File: config.mk
export PLATFORM = sky130hd
export DESIGN_NAME = me_scan_ctrl
export DESIGN_NICKNAME = d
export VERILOG_FILES = /design/src/rtl/me_pkg.sv /design/src/rtl/me_best_tracker.sv /design/src/rtl/me_scan_ctrl.sv
export SDC_FILE = /design/constraint.sdc
export NUM_CORES = 1
export LEC_CHECK = 0
export ABC_AREA = 0
export ABC_CLOCK_PERIOD_IN_PS = 8300
export BUFFER_PORTS_ARGS = -buffer_cell sky130_fd_sc_hd__buf_2
export CAP_MARGIN = 25
export CELL_PAD_IN_SITES_DETAIL_PLACEMENT = 1
export CELL_PAD_IN_SITES_GLOBAL_PLACEMENT = 1
export CORE_MARGIN = 5
export CORE_UTILIZATION = 40
export CTS_CLUSTER_SIZE = 12
export DETAILED_ROUTE_END_ITERATION = 7
export PLACE_DENSITY_LB_ADDON = 0.1
export SYNTH_ARGS = -nofsm -noshare
export SYNTH_HDL_FRONTEND = slang
export SYNTH_SLANG_ARGS = --single-unit
File: constraint.sdc
create_clock -name clk -period 8.3 [get_ports clk]
set_clock_uncertainty 0.15 [all_clocks]
set_input_delay 0.415 -clock clk [delete_from_list [all_inputs] [get_ports clk]]
set_output_delay 0.415 -clock clk [all_outputs]
set_load 0.05 [all_outputs]
File: src/rtl/me_pkg.sv
// Shared types and constants for the motion-estimation scan controller.
package me_pkg;

  typedef enum logic [2:0] {
    ST_IDLE      = 3'd0,
    ST_LOAD_CUR  = 3'd1,
    ST_LOAD_SRCH = 3'd2,
    ST_SCAN      = 3'd3,
    ST_SHIFT     = 3'd4,
    ST_DONE      = 3'd5
  } state_e;

  localparam logic [1:0] SEL_DOWN = 2'd0;
  localparam logic [1:0] SEL_UP   = 2'd1;
  localparam logic [1:0] SEL_LEFT = 2'd2;

  localparam int unsigned MACRO_DIM_DEF = 16;
  localparam int unsigned SEARCH_W_DEF  = 48;
  localparam int unsigned SEARCH_H_DEF  = 48;
  localparam int unsigned SAD_W_DEF     = 16;

  // Handshake and datapath-enable bundle driven by the controller.
  typedef struct packed {
    logic       readyi;
    logic       valido;
    logic       en_cpr;
    logic       en_spr;
    logic       en_ram;
    logic       comp_en;
    logic [1:0] sel;
  } ctrl_t;

  localparam ctrl_t CTRL_IDLE = '{readyi: 1'b1, valido: 1'b0, en_cpr: 1'b0, en_spr: 1'b0,
                                  en_ram: 1'b0, comp_en: 1'b0, sel: SEL_DOWN};

  function automatic int unsigned max_u(input int unsigned a, input int unsigned b);
    return (a > b) ? a : b;
  endfunction

endpackage

File: src/rtl/me_best_tracker.sv
// Keeps the lowest SAD seen so far and the displacement where it occurred.
module me_best_tracker #(
  parameter int unsigned SAD_W = 16,
  parameter int unsigned AW    = 6
) (
  input  logic             clk,
  input  logic             rst_n,
  input  logic             clr,
  input  logic             en,
  input  logic             force_upd,
  input  logic [SAD_W-1:0] sad_in,
  input  logic [AW-1:0]    col,
  input  logic [AW-1:0]    row,
  output logic [SAD_W-1:0] best_sad,
  output logic [AW-1:0]    mv_x,
  output logic [AW-1:0]    mv_y
);

  // Strict less-than so that ties keep the earlier candidate in scan order.
  always_ff @(posedge clk or negedge rst_n) begin
    if (!rst_n) begin
      best_sad <= '1;
      mv_x     <= '0;
      mv_y     <= '0;
    end else if (clr) begin
      best_sad <= '1;
      mv_x     <= '0;
      mv_y     <= '0;
    end else if (en && (force_upd || (sad_in < best_sad))) begin
      best_sad <= sad_in;
      mv_x     <= col;
      mv_y     <= row;
    end
  end

endmodule

File: src/rtl/me_scan_ctrl.sv
// Full-search block-matching controller: loads blocks, snakes through candidates, tracks best SAD.
// Optional early termination on SAD threshold when ME_EARLY_TERM_EN is defined.
module me_scan_ctrl
  import me_pkg::*;
#(
  parameter int unsigned MACRO_DIM = MACRO_DIM_DEF,
  parameter int unsigned SEARCH_W  = SEARCH_W_DEF,
  parameter int unsigned SEARCH_H  = SEARCH_H_DEF,
  parameter int unsigned SAD_W     = SAD_W_DEF,
  localparam int unsigned AW       = $clog2(max_u(SEARCH_W, SEARCH_H))
) (
  input  logic             clk,
  input  logic             rst_n,
  input  logic             start,
  output logic             readyi,
  output logic             valido,
  input  logic             readyo,
  output logic             en_cpr,
  output logic             en_spr,
  output logic             en_ram,
  output logic             comp_en,
  output logic [1:0]       sel,
  output logic [AW-1:0]    addr,
  output logic [AW-1:0]    col,
  input  logic [SAD_W-1:0] sad_in,
`ifdef ME_EARLY_TERM_EN
  input  logic [SAD_W-1:0] sad_thresh,
`endif
  output logic [SAD_W-1:0] best_sad,
  output logic [AW-1:0]    mv_x,
  output logic [AW-1:0]    mv_y
);

  localparam int unsigned C  = SEARCH_W - MACRO_DIM + 1;
  localparam int unsigned R  = SEARCH_H - MACRO_DIM + 1;
  localparam int unsigned CW = $clog2(MACRO_DIM);

  localparam logic [CW-1:0] CNT_LAST = CW'(MACRO_DIM - 1);
  localparam logic [AW-1:0] ROW_LAST = AW'(R - 1);
  localparam logic [AW-1:0] COL_LAST = AW'(C - 1);
  localparam logic [AW-1:0] ROW_OFS  = AW'(MACRO_DIM);

  state_e        state_q, state_d;
  logic [CW-1:0] cnt_q, cnt_d;
  logic [AW-1:0] row_q, row_d;
  logic [AW-1:0] col_q, col_d;
  logic          dir_q, dir_d;
  ctrl_t         ctrl_q, ctrl_d;
  logic [AW-1:0] addr_q, addr_d;
  logic          clr_c;
  logic          hit_c;
  logic          col_end_c;
  logic          last_c;

  always_ff @(posedge clk or negedge rst_n) begin
    if (!rst_n) begin
      state_q <= ST_IDLE;
      cnt_q   <= '0;
      row_q   <= '0;
      col_q   <= '0;
      dir_q   <= 1'b0;
      ctrl_q  <= CTRL_IDLE;
      addr_q  <= '0;
    end else begin
      state_q <= state_d;
      cnt_q   <= cnt_d;
      row_q   <= row_d;
      col_q   <= col_d;
      dir_q   <= dir_d;
      ctrl_q  <= ctrl_d;
      addr_q  <= addr_d;
    end
  end

  // Next state and counters, then outputs decoded from the next state so they come out registered.
  always_comb begin
    state_d   = state_q;
    cnt_d     = cnt_q;
    row_d     = row_q;
    col_d     = col_q;
    dir_d     = dir_q;
    clr_c     = 1'b0;
    hit_c     = 1'b0;
    last_c    = 1'b0;
    ctrl_d    = '0;
    addr_d    = '0;
`ifdef ME_EARLY_TERM_EN
    hit_c = (state_q == ST_SCAN) && ctrl_q.comp_en && (sad_in <= sad_thresh);
`endif
    col_end_c = dir_q ? (row_q == '0) : (row_q == ROW_LAST);

    case (state_q)
      ST_IDLE: begin
        if (start) begin
          state_d = ST_LOAD_CUR;
          cnt_d   = '0;
          row_d   = '0;
          col_d   = '0;
          dir_d   = 1'b0;
          clr_c   = 1'b1;
        end
      end
      ST_LOAD_CUR: begin
        if (cnt_q == CNT_LAST) begin
          state_d = ST_LOAD_SRCH;
          cnt_d   = '0;
        end else begin
          cnt_d = cnt_q + CW'(1);
        end
      end
      ST_LOAD_SRCH: begin
        if (cnt_q == CNT_LAST) begin
          state_d = ST_SCAN;
          cnt_d   = '0;
          row_d   = '0;
          col_d   = '0;
          dir_d   = 1'b0;
        end else begin
          cnt_d = cnt_q + CW'(1);
        end
      end
      ST_SCAN: begin
        if (hit_c) begin
          state_d = ST_DONE;
        end else if (col_end_c) begin
          state_d = (col_q == COL_LAST) ? ST_DONE : ST_SHIFT;
        end else begin
          row_d = dir_q ? (row_q - AW'(1)) : (row_q + AW'(1));
        end
      end
      ST_SHIFT: begin
        state_d = ST_SCAN;
        col_d   = col_q + AW'(1);
        dir_d   = ~dir_q;
      end
      ST_DONE: begin
        if (readyo) state_d = ST_IDLE;
      end
      default: begin
        state_d = ST_IDLE;
        cnt_d   = '0;
        row_d   = '0;
        col_d   = '0;
        dir_d   = 1'b0;
      end
    endcase

    case (state_d)
      ST_IDLE: ctrl_d.readyi = 1'b1;
      ST_LOAD_CUR: begin
        ctrl_d.en_cpr = 1'b1;
        ctrl_d.en_ram = 1'b1;
        ctrl_d.sel    = SEL_UP;
        addr_d        = AW'(cnt_d);
      end
      ST_LOAD_SRCH: begin
        ctrl_d.en_spr = 1'b1;
        ctrl_d.en_ram = 1'b1;
        ctrl_d.sel    = SEL_UP;
        addr_d        = AW'(cnt_d);
      end
      ST_SCAN: begin
        // The last row of a column needs no new search row; the next move is a shift.
        last_c         = dir_d ? (row_d == '0) : (row_d == ROW_LAST);
        ctrl_d.comp_en = 1'b1;
        ctrl_d.sel     = dir_d ? SEL_UP : SEL_DOWN;
        if (!last_c) begin
          ctrl_d.en_spr = 1'b1;
          ctrl_d.en_ram = 1'b1;
          addr_d        = dir_d ? (row_d - AW'(1)) : (row_d + ROW_OFS);
        end
      end
      ST_SHIFT: begin
        ctrl_d.en_spr = 1'b1;
        ctrl_d.sel    = SEL_LEFT;
      end
      ST_DONE: ctrl_d.valido = 1'b1;
      default: ctrl_d.readyi = 1'b1;
    endcase
  end

  me_best_tracker #(
    .SAD_W(SAD_W),
    .AW   (AW)
  ) u_best (
    .clk      (clk),
    .rst_n    (rst_n),
    .clr      (clr_c),
    .en       (ctrl_q.comp_en),
    .force_upd(hit_c),
    .sad_in   (sad_in),
    .col      (col_q),
    .row      (row_q),
    .best_sad (best_sad),
    .mv_x     (mv_x),
    .mv_y     (mv_y)
  );

  assign readyi  = ctrl_q.readyi;
  assign valido  = ctrl_q.valido;
  assign en_cpr  = ctrl_q.en_cpr;
  assign en_spr  = ctrl_q.en_spr;
  assign en_ram  = ctrl_q.en_ram;
  assign comp_en = ctrl_q.comp_en;
  assign sel     = ctrl_q.sel;
  assign addr    = addr_q;
  assign col     = col_q;

endmodule
== Word-level counts from Yosys, hierarchy flattened ==
Index checks and enable logic that the tools add are counted.
Word-level totals
  bits in registers: 62
  bits of input ports: 20
  word-level logic and storage cells: 97
  output and inout bits: 48
Operators by class
  $add $sub $neg: 6
  reductions and logical operators: 13
  magnitude comparators: 1
  muxes and demuxes: 43
  bitwise logic cells: 2
  equal/unequal tests: 16
Operators with widths (number)
  2-to-1 mux 6 bit: 12
  one-hot mux 6 bit (4 select lines): 2
  2-to-1 mux 16 bit: 2
  equality test 6 bit (second input constant): 3
  one-hot mux 3 bit (6 select lines): 1
  < comparator 16 bit: 1
  2-to-1 mux 3 bit: 5
  adder 6 x 1 -> 6 bit (second input constant): 2
  equality test 3 x 2 -> 1 bit (second input constant): 4
  equality test 3 bit (second input constant): 4
  logical NOT 6 bit: 2
  2-to-1 mux 1 bit: 12
  one-hot mux 4 bit (3 select lines): 1
  one-hot mux 6 bit (2 select lines): 1
  subtractor 6 x 1 -> 6 bit (second input constant): 2
  OR reduction 3 bit: 3
  2-to-1 mux 4 bit: 2
  adder 6 x 5 -> 6 bit (second input constant): 1
  equality test 3 x 1 -> 1 bit (second input constant): 2
  one-hot mux 2 bit (3 select lines): 1
  OR reduction 2 bit: 3
  OR reduction 5 bit: 1
  adder 4 x 1 -> 4 bit (second input constant): 1
  equality test 4 bit (second input constant): 1
  other kinds (9): 12

== Depth between registers and ports, before layout ==
Gate-level depths: netlist of run 1.
  word-level depth: 8
  gate-level depth with buffers: 11
  depth with buffers taken out: 11

== By module ==
Synthesis of run 1 repeated with hierarchy kept, for this count alone.
Second synthesis, totals
  cells, all modules: 396
  area, all modules: 3876.2 µm²
By module, submodules not included
  me_scan_ctrl: instances 1, area an instance 2134.5 µm², cells an instance 220
  me_best_tracker: instances 1, area an instance 1741.7 µm², cells an instance 176

== Worst setup path after synthesis of run 1 ==
No wires, ideal clock.
  path type: register -> register
  from: register dir_q
  to: register addr_q[5] (netlist: addr[5])
  cell stages (with the launch flop): 12
  setup time: 94 ps
  path slack: 4997 ps
  clock period less this slack: 3303 ps
  path buffers: 0
  required time: 8056 ps
  arrival: 3059 ps
  cells stage by stage: dfrtp_1 > ha_1 > o21ai_0 > or2_2 > a211o_1 > a32o_1 > a31oi_1 > inv_1 > ha_1 > mux2_1 > a311o_2 > a211oi_1
Between the ends
  longest elaborated chain between the ends: 7
  elaborated cells on any way between the ends: 22
  classes of those cells: 2 x add/sub; 4 x eq/ne; 13 x mux; 1 x bitwise; 2 x reduce/logical
RTL lines
  from (decl): RTL line me_scan_ctrl.sv:47  | logic dir_q, dir_d;
  from (signal assigned): RTL line me_scan_ctrl.sv:69  | dir_q <= dir_d;
  2-to-1 mux 6 bit / 2-to-1 mux 1 bit (equally long branches): RTL line me_scan_ctrl.sv:128, me_scan_ctrl.sv:90
  2-to-1 mux 6 bit (*): RTL line me_scan_ctrl.sv:125  | end else if (col_end_c) begin
  one-hot mux 6 bit (4 select lines) (*): RTL line me_scan_ctrl.sv:92  | case (state_q)
  via row_d[5]: RTL line me_scan_ctrl.sv:45  | logic [AW-1:0] row_q, row_d;
  adder 6 x 5 -> 6 bit (tied with other cells): RTL line me_scan_ctrl.sv:170  | addr_d = dir_d ? (row_d - AW'(1)) : (row_d + ROW_OFS);
  2-to-1 mux 6 bit / 2-to-1 mux 1 bit (equally long branches): RTL line me_scan_ctrl.sv:170, me_scan_ctrl.sv:164
  2-to-1 mux 6 bit (*): RTL line me_scan_ctrl.sv:167  | if (!last_c) begin
  one-hot mux 6 bit (2 select lines) (*): RTL line me_scan_ctrl.sv:148  | case (state_d)
  via addr_d[5]: RTL line me_scan_ctrl.sv:49  | logic [AW-1:0] addr_q, addr_d;
  to (signal assigned): RTL line me_scan_ctrl.sv:71  | addr_q <= addr_d;
  to (decl): RTL line me_scan_ctrl.sv:49
The timed path passes the listed nets; every way through them passes the cells marked *.
A chain may end at the register's enable or synchronous reset.

== Final worst setup path of run 1 ==
  from: register state_q[0]
  to: register addr_q[5] (netlist: addr[5])
Between the ends
  longest elaborated chain between the ends: 7
  elaborated cells on any way between the ends: 28
  classes of those cells: 2 x add/sub; 9 x eq/ne; 12 x mux; 5 x reduce/logical
RTL lines
  from (decl): RTL line me_scan_ctrl.sv:43  | state_e state_q, state_d;
  from (signal assigned): RTL line me_scan_ctrl.sv:65  | state_q <= state_d;
  equality test 3 bit / equality test 3 x 1 -> 1 bit (equally long branches): RTL line me_scan_ctrl.sv:92
  OR reduction 3 bit (no line)
  one-hot mux 6 bit (4 select lines) (*): RTL line me_scan_ctrl.sv:92
  via row_d[5]: RTL line me_scan_ctrl.sv:45
  adder 6 x 5 -> 6 bit (tied with other cells): RTL line me_scan_ctrl.sv:170
  2-to-1 mux 6 bit / 2-to-1 mux 1 bit (equally long branches): RTL line me_scan_ctrl.sv:170, me_scan_ctrl.sv:164
  2-to-1 mux 6 bit (*): RTL line me_scan_ctrl.sv:167
  one-hot mux 6 bit (2 select lines) (*): RTL line me_scan_ctrl.sv:148
  via addr_d[5]: RTL line me_scan_ctrl.sv:49
Marks and branches as above.

==> flow_summary.toml, run 1 <==
[route]
drt_iter0_drc = 72
via_per_inst = 5.44
vias = 2894
ant_nets = 0
firstDrtPassIters = 5
route.detailed.drc = 0
wire_per_inst_um = 17.0
wl_mm = 9.05

[critical_path]
cp-end-kind = "flip-flop"
cp-startpoint = "state_q[0]"
cpLargestDelayFamily = "simple AND/OR/NAND/NOR gates"
cp-start-kind = "flip-flop"
worst_ep_required_time_ns = 8.40
critPathCapture = "addr[5]"
cp_slowest_cell = "or4b_1"
regToRegStartpoint = "state_q[0]"
crit_arrival_ns = 3.90
path_class = "flip-flop to flip-flop"
ff2ff_setup_slack_ns = 4.49
crit_cells = 9
cp_num_buf_inv = 1
path_max_fanout = 17
crit_chain = "or4b_1 -> and3_1 -> a32o_1 -> a31oi_1 -> inv_1 -> ha_1 -> mux2_1 -> a311o_2 -> a211oi_1"
reg2regPathDepth = 9
slowest_delay_ns = 0.90
timing.rr.end = "addr[5]"

[synth]
seq_area_frac_synth_pct = 44.6
yosys_register_bits = 62
async_reset_ff_share_pct = 100
synth_nets = 399
ys.flop_type = "dfrtp_1"
ys.warnings.count = 0
syn_avg_cell_area_um2 = 10.0
synthDistinctLibCells = 61
synthCells = 352
synth_edf_count = 0
synth.cell_area_um2 = 3520

[worst_hold_path]
min_path_type = "primary input to async pin"

[grt]
antenna_found_initial = 0
grt_max_degree = 63
grt_pass1_wl_mm = 15.5
first_global_vias = 3110
grt_usage_pct = 17.3
grt_overflow = 0

[pwr]
peakVddDrop_mv = 0.0970
powerDensity_nw_per_um2 = 271
internal-power_uw = 652
pwr-share-comb_pct = 40.5
clkPwrFrac_pct = 24.0
power_switching_share_pct = 42.0
power.switching_uw = 473
p_leak_uw = 0.00212
p_seq_share_pct = 35.5

[clock_network]
numCtsBuffers = 9
cts_num_sinks = 62
cts_resized = 0
cts_hold_buf = 0
clockBufferDepth = 2
cts_max_level = 3
clockRootBuffer = "clkbuf_8"
path_clk_slew_ns = 0.08
cts_tree = "built"
cts_setup_buffers = 0
clkLatencyLatePin_ns = 0.34

[sta]
hold_viol = 0
setup_viol = 0
maxSlewHeadroom_pct = 36.2
tightest_slew_ns = 0.953
fmaxAchievable_mhz = 263
drv_slew = 0
finalSetupTns_ns = 0
period_share_pct = 45.9
fin_crit_ns = 3.81
rsz0062_at_grt = "no"

[layout]
diodes = 0
syn_to_final_growth_pct = 17.9
nets = 466
stdcell_area_um2 = 4160
drive_above_1_share_pct = 27.4
fillers = 993

[placement]
placed_area_um2 = 3960
gp_congestion = 0.785
numPortBuffers = 67
hpwl_mm = 6.69

[floorplanning]
num_rows = 34
die_y_um = 104
core_area_um2 = 8640
dieArea_um2 = 10800
start_util_pct = 40.8
num_io_pins = 68
die_x_um = 104

[run_status]
status = "finished clean"

[job]
cap_violations = 0
## layout by cell type, fill, tap and decap left out, types with 2 or more instances in the layout
cell	n
nand3_1	5
nand2_1	33
or3_1	2
inv_1	29
clkbuf_8	9
and3_1	6
clkinv_4	2
ha_1	26
o31ai_1	3
nand4_1	2
o22ai_1	2
clkinvlp_4	2
buf_2	67
nand2b_1	3
xnor2_1	6
a31oi_1	2
nor2_1	38
buf_4	2
dfrtp_1	45
o211ai_1	15
nor2b_1	3
mux2i_1	15
a21oi_1	12
a211o_1	3
dfstp_2	17
o32a_1	3
a32o_1	4
o21bai_1	2
xor2_1	5
a22o_1	3
a21o_1	4
a211oi_1	2
o21ai_0	19
## through the flow
step / total power (uW) / hold WS [ns] / instances / utilization, % / setup slack, ns
5_1_grt: 1200 / 0.156 / 532 / 48.1 / 4.20
2_1_floorplan: 762 / -0.0306 / 352 / - / 5.00
6_report: 1120 / 0.0822 / 532 / 48.1 / 4.49
3_3_place_gp: 856 / 0.348 / 516 / 45.8 / 4.55
4_1_cts: 1140 / 0.106 / 532 / 48.1 / 4.44
3_5_place_dp: 868 / 0.359 / 516 / 45.8 / 4.49
## cells in the mapped netlist (4+ instances only)
cell type   n  area, um2
dfrtp_1    45       1130
xor2_1      5       43.8
dfstp_2    17        447
a21oi_1    12       60.1
nand3_1     5       25.0
o211ai_1   15        113
xnor2_1     6       52.6
nand2_1    33        124
a32o_1      4       40.0
nor2_1     38        143
o21ai_0    19       95.1
and3_1      6       37.5
clkbuf_1    8       30.0
a21o_1      4       30.0
inv_1      29        109
mux2i_1    15        150
ha_1       26        325
buf_2       4       20.0
## cell type report
type | instances | area (um2) | area share, %
inverters | 31 | 116 | 2.80
repair buffers | 69 | 350 | 8.43
well taps | 108 | 135 | 3.25
clock buffers | 10 | 128 | 3.07
clock inverters | 6 | 71.3 | 1.72
flip-flops and latches | 62 | 1570 | 37.9
multi-input cells | 246 | 1780 | 42.9
## registers in the layout, indices dropped and copies added (netlist names)
register and count:
u_best.mv_y 6, comp_en 1, dir_q 1, col 6
readyi 1, en_spr 1, state_q 3, u_best.mv_x 6
en_ram 1, en_cpr 1, u_best.best_sad 16, cnt_q 4
sel 2, valido 1, row_q 6, addr 6
## worst min-delay path by stage
| stage | start | to | slack (ns) | cells past startpoint |
|---|---|---|---|---|
| 4_1_cts | rst_n | u_best.mv_x[2] | 0.11 | 2 |
| 6_report | rst_n | u_best.mv_x[2] | 0.08 | 2 |
| 3_3_place_gp | u_best.mv_x[5] | u_best.mv_x[5] | 0.35 | 2 |
| 3_5_place_dp | u_best.mv_y[1] | u_best.mv_y[1] | 0.36 | 2 |
| 2_1_floorplan | rst_n | addr[0] | -0.03 | 0 |
| 5_1_grt | rst_n | u_best.mv_x[2] | 0.16 | 2 |
## power by group through the flow
stage	logic (uW)	registers, uW	clock network (uW)
floorplan	191	570	0
global placement	452	404	0
detailed placement	462	406	0
CTS	465	400	279
global route	499	406	294
finish	456	399	270
## worst reg2reg max path, delay by kind of cell, from the launching register on
kind | cells | cell delay, ns
compound gates | 4 | 1.16
fa+ha+maj | 1 | 0.19
buf+inv | 1 | 0.10
flops | 1 | 0.56
mux | 1 | 0.29
simple gates | 2 | 1.26
## per-layer routing
metal	up-vias	GRT usage, %	wire length, um
met5	-	0	0
met4	0	6.38	131
met3	11	4.10	401
met2	59	28.7	4400
met1	1445	21.8	4110
li1	1379	-	-
## cell families after synthesis
logic type,after synthesis,share of synthesized area (%)
AOI/OAI and AO/OA,87,18.0
muxes,18,5.32
buffers and inverters,44,5.04
DFF,62,44.6
xor gates and xnor gates,11,2.73
adders and majority gates,28,10.1
and+or+nand+nor,102,14.2
No activity file was read; power rests on OpenSTA's default activity.
==> run 2, diff against run 1 <==
- ABC_AREA: 0 -> 1
- ABC_CLOCK_PERIOD_IN_PS: 8300 -> 3150
- CORE_UTILIZATION: 40 -> 37
- clock period: 8.3 -> 3.15 ns (I/O delays scaled with it)
==> run 2 against run 1 <==
  * Sequential cell count unchanged
  * Cell area up 6.2%
  * Count of clock-buffer cells in the layout increased by 2
  * Register-to-register slack lost 4.0 ns
  * Via count up 11%
  * Sequential share of layout area shrank 2.2 points
  * Global-route usage increased by 0.65 points
  * Maximum frequency rose by 44%
  * Critical path depth is 8 higher
==> flow_summary.toml, run 2 <==
[run_status]
status = "finished clean"

[critical_path]
regToRegStartpoint = "dir_q"
path_max_fanout = 9
crit_arrival_ns = 2.77
cp-start-kind = "flip-flop"
timing.rr.end = "addr[4]"
reg2regPathDepth = 17
ff2ff_setup_slack_ns = 0.51
path_class = "flip-flop to flip-flop"
cp-end-kind = "flip-flop"
worst_ep_required_time_ns = 3.28

[synth]
synthDistinctLibCells = 35
synth_top_area_share_pct = 31.8
synth.cell_area_um2 = 3540
syn_avg_cell_area_um2 = 8.16
async_reset_ff_share_pct = 100
synth_nets = 481
synth_area_leaders = "dfrtp_1 (32%), dfstp_2 (13%), nand2_1 (11%)"
yosysTopAreaCell = "dfrtp_1"
synth_edf_count = 0
seq_area_frac_synth_pct = 44.4
yosys_register_bits = 62
synthCells = 434
ys.flop_type = "dfrtp_1"
ys.warnings.count = 0
yosysMostFrequentCell = "nand2_1"
synth_common_cells = "nand2_1 (102), inv_1 (56), dfrtp_1 (45)"

[floorplanning]
die_x_um = 108
dieArea_um2 = 11600
core_area_um2 = 9280
die_y_um = 108
num_io_pins = 68
start_util_pct = 38.2
num_rows = 35

[sta]
setup_viol = 0
tightest_slew_ns = 0.895
fin_crit_ns = 2.64
finalSetupTns_ns = 0
period_share_pct = 83.9
maxSlewHeadroom_pct = 40.1
rsz0062_at_grt = "no"
drv_slew = 0
fmaxAchievable_mhz = 378
hold_viol = 0

[layout]
largest-register = "u_best.best_sad"
final_common_cell = "nand2_1"
drive_above_1_share_pct = 25.5
largest_reg_flops = 16
syn_to_final_growth_pct = 24.5
stdcell_area_um2 = 4410
layout_common_cells = "nand2_1 (102), buf_2 (67), inv_1 (56)"
diodes = 0
nets = 572

[grt]
grt_max_degree = 33
first_global_vias = 3409
grt_pass1_wl_mm = 16.7
antenna_found_initial = 0
grt_overflow = 0
grt_usage_pct = 17.9

[route]
wl_mm = 9.84
drt_iter0_drc = 109
vias = 3210
route.detailed.drc = 0
wire_per_inst_um = 14.9
via_per_inst = 4.87
ant_nets = 0
firstDrtPassIters = 4

[clock_network]
cts_max_level = 3
cts_hold_buf = 17
clkLatencyLatePin_ns = 0.34
clockBufferDepth = 2
cts_setup_buffers = 0
cts_tree = "built"
path_clk_slew_ns = 0.07
cts_resized = 0
numCtsBuffers = 9
clockRootBuffer = "clkbuf_8"
cts_num_sinks = 62

[placement]
placed_area_um2 = 4040
hpwl_mm = 7.46
gp_congestion = 0.775
numPortBuffers = 67

[pwr]
powerDensity_nw_per_um2 = 1060
peakVddDrop_mv = 0.424
p_leak_uw = 0.00236
power_uw = 4660

[worst_hold_path]
min_path_type = "primary input to flip-flop"
min_path_cells = 4
hold_path_end = "state_q[2]"
hold_start = "readyo"

[job]
cap_violations = 0
## run 2: cell types whose count changed after synthesis, moves of 15 or more
| cell | delta |
|---|---|
| nand3_1 | +33 |
| nor2_1 | -17 |
| o21ai_0 | +21 |
| nand2_1 | +69 |
| o211ai_1 | -15 |
| inv_1 | +27 |
| mux2i_1 | -15 |
## run 2: how the worst max path moves through the flow
stage	startpoint	endpoint	depth (start not counted)
floorplan	row_q[0]	addr[4]	17
global placement	dir_q	addr[4]	17
detailed placement	dir_q	addr[4]	17
CTS	dir_q	addr[4]	17
global route	dir_q	addr[5]	17
finish	dir_q	addr[4]	17
## run 2: report_power, final
group / total (uW) / switching (uW) / leakage (uW) / internal [uW]
sequential: 1330 / 204 / 0.000777 / 1130
combinational: 2610 / 1870 / 0.00149 / 747
clock: 714 / 339 / 0.0000958 / 375
total: 4660 / 2410 / 0.00236 / 2250
## run 2: layer usage
layer	global-route usage (%)	wire (um)	vias to the layer above
met2	31.0	4910	52
met4	4.60	117	0
met3	3.66	334	7
li1	-	-	1588
met5	0	0	-
met1	22.8	4480	1563
## run 2: kinds of logic (layout without fill, tap and decap cells)
family                   Yosys count  in the layout  share of synthesized area [%]
AND/OR/NAND/NOR                  201            201                           27.1
adder cells (fa/ha/maj)           27             27                           9.75
AO/OA/AOI/OAI                     67             67                           9.96
flip-flops                        62             62                           44.4
XOR/XNOR                           3              3                          0.742
buffers and inverters             74            170                           8.09
## run 2: stage by stage
step	cells	hold slack, ns	setup WS (ns)	utilization, %
after floorplan	434	-0.288	0.813	-
after global placement	626	-0.0895	0.503	43.5
after detailed placement	626	-0.0863	0.448	43.5
after CTS	659	0.0105	0.434	47.5
after global routing	659	0.0206	0.205	47.5
final	659	0.0255	0.506	47.5
## run 2: worst max-delay path, cell delays in order (launching register included)
cell and delay (ns):
dfrtp_1 0.56, ha_1 0.35, a21oi_1 0.21, nand2_1 0.07
nand2_1 0.06, nand2_1 0.05, o21ai_1 0.19, inv_1 0.14
ha_1 0.21, inv_1 0.05, nand4_1 0.08, nand2_1 0.08
nor2_1 0.06, nand2_4 0.06, nand2_4 0.08, inv_2 0.06
nand2_1 0.05, nor2_2 0.07
## run 2: final cells by class
type	instances	area (um2)
well taps	129	161
multi-input cells	298	1680
fillers	1165	4870
clock buffers	12	176
repair buffers	89	543
flip-flops and latches	62	1570
inverters	65	246
clock inverters	4	27.5
